**config.mk**
```make
export PLATFORM = sky130hd
export DESIGN_NAME = inst_encoder
export DESIGN_NICKNAME = d
export VERILOG_FILES = /design/src/rtl/inst_encoder_pkg.sv /design/src/rtl/inst_encoder_imm_extract.sv /design/src/rtl/inst_encoder.sv
export SDC_FILE = /design/constraint.sdc
export NUM_CORES = 1
export LEC_CHECK = 0
export CAP_MARGIN = 30
export CORE_MARGIN = 3
export CORE_UTILIZATION = 43
export CTS_CLUSTER_DIAMETER = 60
export CTS_CLUSTER_SIZE = 24
export DETAILED_ROUTE_END_ITERATION = 10
export PLACE_DENSITY = 0.86
export REMOVE_ABC_BUFFERS = 1
export SYNTH_ARGS = -nofsm -noshare
export SYNTH_HDL_FRONTEND = slang
export SYNTH_SLANG_ARGS = --single-unit
export TNS_END_PERCENT = 10
```
**constraint.sdc**
```tcl
create_clock -name clk -period 2.1 [get_ports clk]
set_input_delay 0.21 -clock clk [delete_from_list [all_inputs] [get_ports clk]]
set_output_delay 0.21 -clock clk [all_outputs]
set_load 0.02 [all_outputs]
```
**src/rtl/inst_encoder_pkg.sv**
```systemverilog
// Shared opcodes, instruction formats and the NOP word for the RV32I instruction encoder.
package inst_enc_pkg;

  localparam logic [6:0] OP_R      = 7'b0110011;
  localparam logic [6:0] OP_IMM    = 7'b0010011;
  localparam logic [6:0] OP_LOAD   = 7'b0000011;
  localparam logic [6:0] OP_STORE  = 7'b0100011;
  localparam logic [6:0] OP_BRANCH = 7'b1100011;
  localparam logic [6:0] OP_JAL    = 7'b1101111;
  localparam logic [6:0] OP_JALR   = 7'b1100111;
  localparam logic [6:0] OP_LUI    = 7'b0110111;
  localparam logic [6:0] OP_AUIPC  = 7'b0010111;

  // addi x0, x0, 0
  localparam logic [31:0] NOP = 32'h0000_0013;

  typedef enum logic [2:0] {
    FMT_R,
    FMT_I,
    FMT_SH,
    FMT_S,
    FMT_B,
    FMT_J,
    FMT_U,
    FMT_BAD
  } fmt_e;

endpackage

```
**src/rtl/inst_encoder_imm_extract.sv**
```systemverilog
// Combinational immediate extraction from an encoded RV32I word, chosen by its opcode.
// Shift-immediates decode as plain I-type here; the encoder excludes them from comparison.
module imm_extract
  import inst_enc_pkg::*;
(
  input  logic [31:0] word,
  output logic [31:0] imm
);

  always_comb begin
    imm = '0;
    case (word[6:0])
      OP_IMM, OP_LOAD, OP_JALR: imm = {{20{word[31]}}, word[31:20]};
      OP_STORE:                 imm = {{20{word[31]}}, word[31:25], word[11:7]};
      OP_BRANCH:                imm = {{19{word[31]}}, word[31], word[7], word[30:25],
                                       word[11:8], 1'b0};
      OP_JAL:                   imm = {{11{word[31]}}, word[31], word[19:12], word[20],
                                       word[30:21], 1'b0};
      OP_LUI, OP_AUIPC:         imm = {word[31:12], 12'b0};
      default:                  imm = '0;
    endcase
  end

endmodule

```
**src/rtl/inst_encoder.sv**
```systemverilog
// Single-stage RV32I instruction encoder with valid/ready on both sides and a handshake counter.
// Optional INST_ENC_SELFCHECK_EN re-extracts the immediate and flags mismatches on selfcheck_fail.
module inst_encoder
  import inst_enc_pkg::*;
#(
  parameter int          CNT_W    = 16,
  parameter logic [31:0] NOP_WORD = NOP
) (
  input  logic             clk,
  input  logic             rst,
  input  logic             in_valid,
  output logic             in_ready,
  input  logic [6:0]       opcode,
  input  logic [4:0]       rd,
  input  logic [4:0]       rs1,
  input  logic [4:0]       rs2,
  input  logic [2:0]       funct3,
  input  logic [6:0]       funct7,
  input  logic [31:0]      imm,
  output logic             out_valid,
  input  logic             out_ready,
  output logic [31:0]      inst,
  output logic             err,
  output logic [CNT_W-1:0] enc_count
`ifdef INST_ENC_SELFCHECK_EN
  ,
  output logic             selfcheck_fail
`endif
);

  // Handshake: a transfer happens on a clk edge where valid && ready. The producer keeps
  // its payload stable until that edge; in_ready is combinational so a full register
  // drains and refills in the same cycle when out_ready is high.
  logic             out_valid_q, out_valid_d;
  logic [31:0]      inst_q, inst_d;
  logic             err_q, err_d;
  logic [CNT_W-1:0] enc_count_q, enc_count_d;

  logic             accept;
  logic             out_hs;
  fmt_e             fmt;
  logic [31:0]      enc_word;
  logic             enc_err;
  logic             sext_ok_11;
  logic             sext_ok_12;
  logic             sext_ok_20;

  assign in_ready  = !out_valid_q || out_ready;
  assign accept    = in_valid && in_ready;
  assign out_hs    = out_valid_q && out_ready;

  assign out_valid = out_valid_q;
  assign inst      = inst_q;
  assign err       = err_q;
  assign enc_count = enc_count_q;

  assign sext_ok_11 = (imm[31:11] == '0) || (imm[31:11] == '1);
  assign sext_ok_12 = (imm[31:12] == '0) || (imm[31:12] == '1);
  assign sext_ok_20 = (imm[31:20] == '0) || (imm[31:20] == '1);

  always_comb begin
    fmt = FMT_BAD;
    case (opcode)
      OP_R:                fmt = FMT_R;
      OP_IMM:              fmt = (funct3 == 3'b001 || funct3 == 3'b101) ? FMT_SH : FMT_I;
      OP_LOAD, OP_JALR:    fmt = FMT_I;
      OP_STORE:            fmt = FMT_S;
      OP_BRANCH:           fmt = FMT_B;
      OP_JAL:              fmt = FMT_J;
      OP_LUI, OP_AUIPC:    fmt = FMT_U;
      default:             fmt = FMT_BAD;
    endcase
  end

  // Out-of-range immediates still emit their truncated encoding, only err is raised.
  always_comb begin
    enc_word = NOP_WORD;
    enc_err  = 1'b1;
    case (fmt)
      FMT_R: begin
        enc_word = {funct7, rs2, rs1, funct3, rd, opcode};
        enc_err  = 1'b0;
      end
      FMT_I: begin
        enc_word = {imm[11:0], rs1, funct3, rd, opcode};
        enc_err  = !sext_ok_11;
      end
      FMT_SH: begin
        enc_word = {funct7, imm[4:0], rs1, funct3, rd, opcode};
        enc_err  = |imm[31:5];
      end
      FMT_S: begin
        enc_word = {imm[11:5], rs2, rs1, funct3, imm[4:0], opcode};
        enc_err  = !sext_ok_11;
      end
      FMT_B: begin
        enc_word = {imm[12], imm[10:5], rs2, rs1, funct3, imm[4:1], imm[11], opcode};
        enc_err  = !sext_ok_12 || imm[0];
      end
      FMT_J: begin
        enc_word = {imm[20], imm[10:1], imm[11], imm[19:12], rd, opcode};
        enc_err  = !sext_ok_20 || imm[0];
      end
      FMT_U: begin
        enc_word = {imm[31:12], rd, opcode};
        enc_err  = |imm[11:0];
      end
      default: begin
        enc_word = NOP_WORD;
        enc_err  = 1'b1;
      end
    endcase
  end

  always_comb begin
    out_valid_d = out_valid_q;
    inst_d      = inst_q;
    err_d       = err_q;
    enc_count_d = enc_count_q;
    if (accept) begin
      out_valid_d = 1'b1;
      inst_d      = enc_word;
      err_d       = enc_err;
    end else if (out_hs) begin
      out_valid_d = 1'b0;
    end
    if (out_hs) begin
      enc_count_d = enc_count_q + 1'b1;
    end
  end

  always_ff @(posedge clk) begin
    if (!rst) begin
      out_valid_q <= 1'b0;
      inst_q      <= '0;
      err_q       <= 1'b0;
      enc_count_q <= '0;
    end else begin
      out_valid_q <= out_valid_d;
      inst_q      <= inst_d;
      err_q       <= err_d;
      enc_count_q <= enc_count_d;
    end
  end

`ifdef INST_ENC_SELFCHECK_EN
  logic [31:0] chk_imm;
  logic [31:0] exp_imm;
  logic        chk_en;
  logic        selfcheck_fail_q, selfcheck_fail_d;

  imm_extract u_imm_extract (
    .word (enc_word),
    .imm  (chk_imm)
  );

  // Only formats whose immediate round-trips exactly are compared; R and shifts carry none.
  always_comb begin
    exp_imm = '0;
    chk_en  = 1'b0;
    case (fmt)
      FMT_I, FMT_S: begin
        exp_imm = {{20{imm[11]}}, imm[11:0]};
        chk_en  = 1'b1;
      end
      FMT_B: begin
        exp_imm = {{19{imm[12]}}, imm[12:0]};
        chk_en  = 1'b1;
      end
      FMT_J: begin
        exp_imm = {{11{imm[20]}}, imm[20:0]};
        chk_en  = 1'b1;
      end
      FMT_U: begin
        exp_imm = {imm[31:12], 12'b0};
        chk_en  = 1'b1;
      end
      default: begin
        exp_imm = '0;
        chk_en  = 1'b0;
      end
    endcase
    if (enc_err) begin
      chk_en = 1'b0;
    end
    selfcheck_fail_d = selfcheck_fail_q || (accept && chk_en && (chk_imm != exp_imm));
  end

  always_ff @(posedge clk) begin
    if (!rst) begin
      selfcheck_fail_q <= 1'b0;
    end else begin
      selfcheck_fail_q <= selfcheck_fail_d;
    end
  end

  assign selfcheck_fail = selfcheck_fail_q;
`endif

endmodule

```
==> qor.csv, run 1 <==
metric;value;unit
synth_top_area_cell;dfxtp_1;
dp_hpwl;7370;um
synth_top_area_share;35.1;%
finClkSkew;0.00707;ns
wl;9320;um
status;complete, no violations;
period_share;95.1;%
ys_seq_elements;50;
relSlewSlack;70.3;%
synth_warnings;0;
rsz0062_at_grt;true;
start_kind;primary input;
dr_total_vias;3274;
wire_per_inst;16.4;um
synth.distinct_cells;61;
hold_path.class;primary input to flop;
critPathCaptureType;flop;
clock.fmax;0.501;GHz
synthArstFlopShare;0;%
post-synth-top-count-cell;dfxtp_1;
grt.busiest_layer;met2;
die_x;87.4;um
worstMarginPinSlew;0.445;ns
use_met1;29.9;%
crit_path_max_fanout;12;
vias_per_cell;5.75;
grt_start_max_net_pins;34;
grt.total_usage;24.4;%
ioPinCount;119;
fin_nets;560;
drt_first_iter_violations;253;
maxSlewViolCount;0;
path_class;primary input to flop;
area_growth;60.2;%
grt.met2_usage;40.9;%
cts_inserted_buffers;5;
synthTopCellsByArea;dfxtp_1, and2_1, nand2_1;
power_density;459;nW/um^2
cts_max_path_buffers;2;
die_h;87.4;um
drc;0;
grt_pass1_vias;3317;
fillers;516;
cp.required;2.33;ns
start_util;44.6;%
leakage;1.77;nW
finalWeightedCongestion;0.957;
num_rows;29;
hold_viol;0;
grt_pass1_wl;15100;um
drive_gt1_share;15.0;%
yosysSeqAreaShare;35.1;%
cts.sinks;50;
multiInputGateArea;1740;um^2
antenna_found_initial;0;
ys.flop_type;dfxtp_1;
ant_nets;0;
ir_drop;0.390;mV
worstPathArrival;2.23;ns
postSynthAreaPerCell;8.45;um^2
gr-total-overflow;0;
die_area;7640;um^2
cts-root-buf;clkbuf_8;
synth_cells;337;
maxCapViolations;0;
postCtsSetupRepairBufs;0;
cts_hold_buf;0;
fin_util;71.4;%
met3_usage;6.91;%
synth_edf_count;0;
diodes;0;
port_buffers;118;
ys_top_cells_by_count;dfxtp_1, nand2_1, and2_1;
setup_violations;0;
power;2.10;mW
finalCriticalPeriod;2.00;ns
seq_area;1000;um^2
clkSlewWorstSetupHoldPaths;0.09;ns
h-tree-depth;2;
tritoncts;yes;
syn-cell-area;2850;um^2
place_ws;-0.353;ns
drt_pass1_iterations;5;
insertion_delay;0.31;ns
core-area;6390;um^2
setup_ws;0.104;ns
where the power goes:
| group | leakage (nW) | internal, mW | switching [mW] | total [mW] |
|---|---|---|---|---|
| logic | 1.32 | 0.236 | 0.191 | 0.427 |
| clock network | 0.0504 | 0.355 | 0.338 | 0.693 |
| registers | 0.405 | 0.964 | 0.0108 | 0.975 |
| total | 1.77 | 1.55 | 0.540 | 2.10 |
cell families after synthesis:
| kind of cell | count (synthesis) | share of synthesized area [%] |
|---|---|---|
| compound gates | 94 | 25.5 |
| fa+ha+maj | 1 | 0.439 |
| mux | 2 | 0.703 |
| xor+xnor | 15 | 4.61 |
| flops | 50 | 35.1 |
| simple gates | 147 | 29.3 |
| buf+inv | 28 | 4.26 |
cells in the final DEF (no fill, tap or decap), drive strengths merged, types with 5 or more instances in the layout:
cell           instances
clkdlybuf4s50        113
buf                   52
dfxtp                 50
nand2                 36
and2                  27
a21oi                 19
o21ai                 17
nand3                 13
xnor2                 13
and3                   9
nor2                   9
nor3b                  9
nor4                   8
a222oi                 8
nand4                  8
a32oi                  6
a221oi                 6
nor3                   6
inv                    5
nor2b                  5
o211a                  5
clkbuf                 5
nand2b                 5
timing repair:
action	in CTS	in global routing
endpoints found under the hold margin	0	0
gates resized for setup	2	6
pin swaps	1	0
setup endpoints to repair	10	21
stage by stage:
step / cells / hold slack, ns / setup TNS (ns) / cell area, um^2
6_report: 569 / 0.284 / 0 / 4560
5_1_grt: 569 / 0.294 / -0.0108 / 4560
4_1_cts: 569 / 0.437 / 0 / 4550
3_5_place_dp: 561 / 0.464 / -6.68 / 4430
3_3_place_gp: 561 / 0.452 / -5.62 / 4430
2_1_floorplan: 314 / 0.328 / -0.395 / 2750
worst paths after layout:
path	from	to	slack, ns	depth (start not counted)
max reg2reg	enc_count[3]	enc_count[13]	0.43	6
min	opcode[4]	inst[4]	0.28	3
max	opcode[0]	inst[16]	0.10	9
min reg2reg	inst[1]	inst[1]	0.48	1
area by class of cell:
| cell class | instances | share of cell area (%) |
|---|---|---|
| tap | 77 | 2.11 |
| sequential | 50 | 21.9 |
| clock inverter | 3 | 0.987 |
| inverter | 5 | 0.411 |
| timing repair buffer | 170 | 34.9 |
| clock buffer | 5 | 1.51 |
| multi-input combinational | 259 | 38.1 |
metal layers:
layer,wire (um),part of all wire [%]
met3,867,9.3
met2,4510,48
met4,200,2.1
met5,0,0
met1,3750,40
worst max-delay path: stages:
cell,delay (ns)
clkdlybuf4s50_1,0.41
and2_1,0.19
buf_4,0.20
nand2_1,0.09
o21ba_2,0.19
buf_4,0.15
o31ai_4,0.44
a222oi_1,0.13
nor3b_1,0.21
state kept, by name, summed over array words and instances (netlist names):
signal / count
out_valid: 1
enc_count: 16
inst: 32
err: 1
(Power assumes the default switching activity.)
==> inputs of run 2 (changes only) <==
CTS_BUF_LIST = sky130_fd_sc_hd__clkbuf_4 sky130_fd_sc_hd__clkbuf_8 sky130_fd_sc_hd__clkbuf_16   (was not set)
==> results of run 2 <==
No change in the layout: final DEF, timing and power equal those of run 1.
==> inputs of run 3 (changes only) <==
SKIP_CTS_REPAIR_TIMING = 1   (was not set)
==> run 3 against run 2 <==
  * Flip-flop and latch count is the same
  * Non-clock buffer count unchanged
  * Final area barely moved
  * Highest routed layer unchanged
  * Largest cell class unchanged
  * First-iteration DRC count grew 2.0%
==> qor.csv, run 3 (synthesis results as in run 1) <==
metric;value;unit
postPlaceCellArea;4430;um^2
grt.total_usage;24.2;%
critPathCaptureType;flop;
maxCapViolations;0;
worstReg2RegEnd;enc_count[13];
clkSlewWorstSetupHoldPaths;0.09;ns
port_buffers;118;
num_rows;29;
hold_path.class;primary input to flop;
drt_pass1_iterations;5;
cts_max_path_buffers;2;
status;complete, no violations;
pwr-share-seq;46.6;%
fin_util;71.5;%
stdcell_count;569;
path_class;primary input to flop;
hold_viol;0;
die_area;7640;um^2
cp.required;2.33;ns
gr-total-overflow;0;
hold-worst-slack;0.284;ns
die_x;87.4;um
largest_reg_flops;32;
antenna_found_initial;0;
drc;0;
final_common_cell;clkdlybuf4s50_1;
dp_hpwl;7370;um
worstMarginPinSlew;0.440;ns
tritoncts;yes;
power_density;459;nW/um^2
setup_violations;0;
maxSlewViolCount;0;
start_kind;primary input;
clock.fmax;0.500;GHz
area_growth;60.2;%
grt_pass1_wl;15000;um
ant_nets;0;
insertion_delay;0.31;ns
wire_per_inst;16.4;um
diodes;0;
finClkSkew;0.00823;ns
p_comb_share;20.4;%
ir_drop;0.390;mV
min_to;inst[4];
die_h;87.4;um
hold_start;opcode[4];
cts_inserted_buffers;5;
place_inst;561;
p_sw;0.538;mW
reg2regPathDepth;6;
core-area;6390;um^2
h-tree-depth;2;
dr_total_vias;3305;
leakage;1.78;nW
final_cell_area;4560;um^2
cts-root-buf;clkbuf_8;
r2r-start;enc_count[3];
clock_power_share;33.0;%
fin_nets;560;
start_util;44.6;%
netSwitchingFraction;25.7;%
wl;9310;um
drt_first_iter_violations;258;
vias_per_cell;5.81;
whs_path_depth;3;
reg2reg_slack;0.43;ns
finalCriticalPeriod;2.00;ns
internal_power;1.56;mW
crit_path_max_fanout;12;
cts.sinks;50;
finalWeightedCongestion;0.957;
mostFrequentLayoutCells;clkdlybuf4s50_1, buf_4, dfxtp_1;
period_share;95.2;%
relSlewSlack;70.7;%
grt_pass1_vias;3310;
grt_start_max_net_pins;34;
worstPathArrival;2.23;ns
drive_gt1_share;14.8;%
rsz0062_at_grt;true;
ioPinCount;119;
==> run 3: cell count changes in the layout (fill, tap and decap cells not counted), sizes merged <==
cell,delta
dlygate4sd2,-1
dlymetal6s2s,+1
==> run 3: power by group through the flow <==
stage	clock network [mW]	logic [mW]	registers (mW)
3_5_place_dp	0	0.423	0.997
5_1_grt	0.740	0.456	0.978
4_1_cts	0.703	0.423	0.975
6_report	0.691	0.427	0.975
2_1_floorplan	0	0.102	1.02
3_3_place_gp	0	0.415	0.996
==> run 3: worst max-delay path: stages <==
cell	delay, ns
clkdlybuf4s50_1	0.41
and2_1	0.19
buf_4	0.20
nand2_1	0.09
o21ba_2	0.19
buf_4	0.15
o31ai_4	0.44
a222oi_1	0.14
nor3b_1	0.21
==> run 3: worst max-delay path by stage <==
stage | startpoint | endpoint | slack (ns) | depth (start not counted)
after floorplan | out_valid | inst[20] | -0.09 | 6
after global placement | opcode[2] | inst[15] | -0.31 | 7
after detailed placement | opcode[2] | inst[24] | -0.35 | 8
after CTS | opcode[2] | inst[14] | -0.04 | 7
after global routing | opcode[0] | inst[14] | -0.004 | 9
final | opcode[0] | inst[16] | 0.10 | 9
==> run 3: routing by layer <==
layer / global-route usage, % / vias up / share of wire [%]
li1: - / 1578 / -
met1: 29.5 / 1527 / 40
met2: 40.7 / 177 / 49
met3: 6.81 / 23 / 9.4
met4: 8.23 / 0 / 2.2
met5: 0 / - / 0
==> run 3: final cells by class <==
cell class                      count  area, um^2
Fill cell                         515        1820
Multi-Input combinational cell    259        1740
Timing Repair Buffer              170        1600
Sequential cell                    50        1000
Tap cell                           77        96.3
Clock buffer                        5        68.8
Clock inverter                      3        45.0
Inverter                            5        18.8
==> run 3: per-stage QoR <==
step / power (mW) / setup WS (ns) / setup TNS (ns)
finish: 2.09 / 0.100 / 0
global route: 2.17 / -0.00411 / -0.00649
CTS: 2.10 / -0.0391 / -0.148
detailed placement: 1.42 / -0.353 / -6.68
global placement: 1.41 / -0.314 / -5.62
floorplan: 1.12 / -0.0946 / -0.395
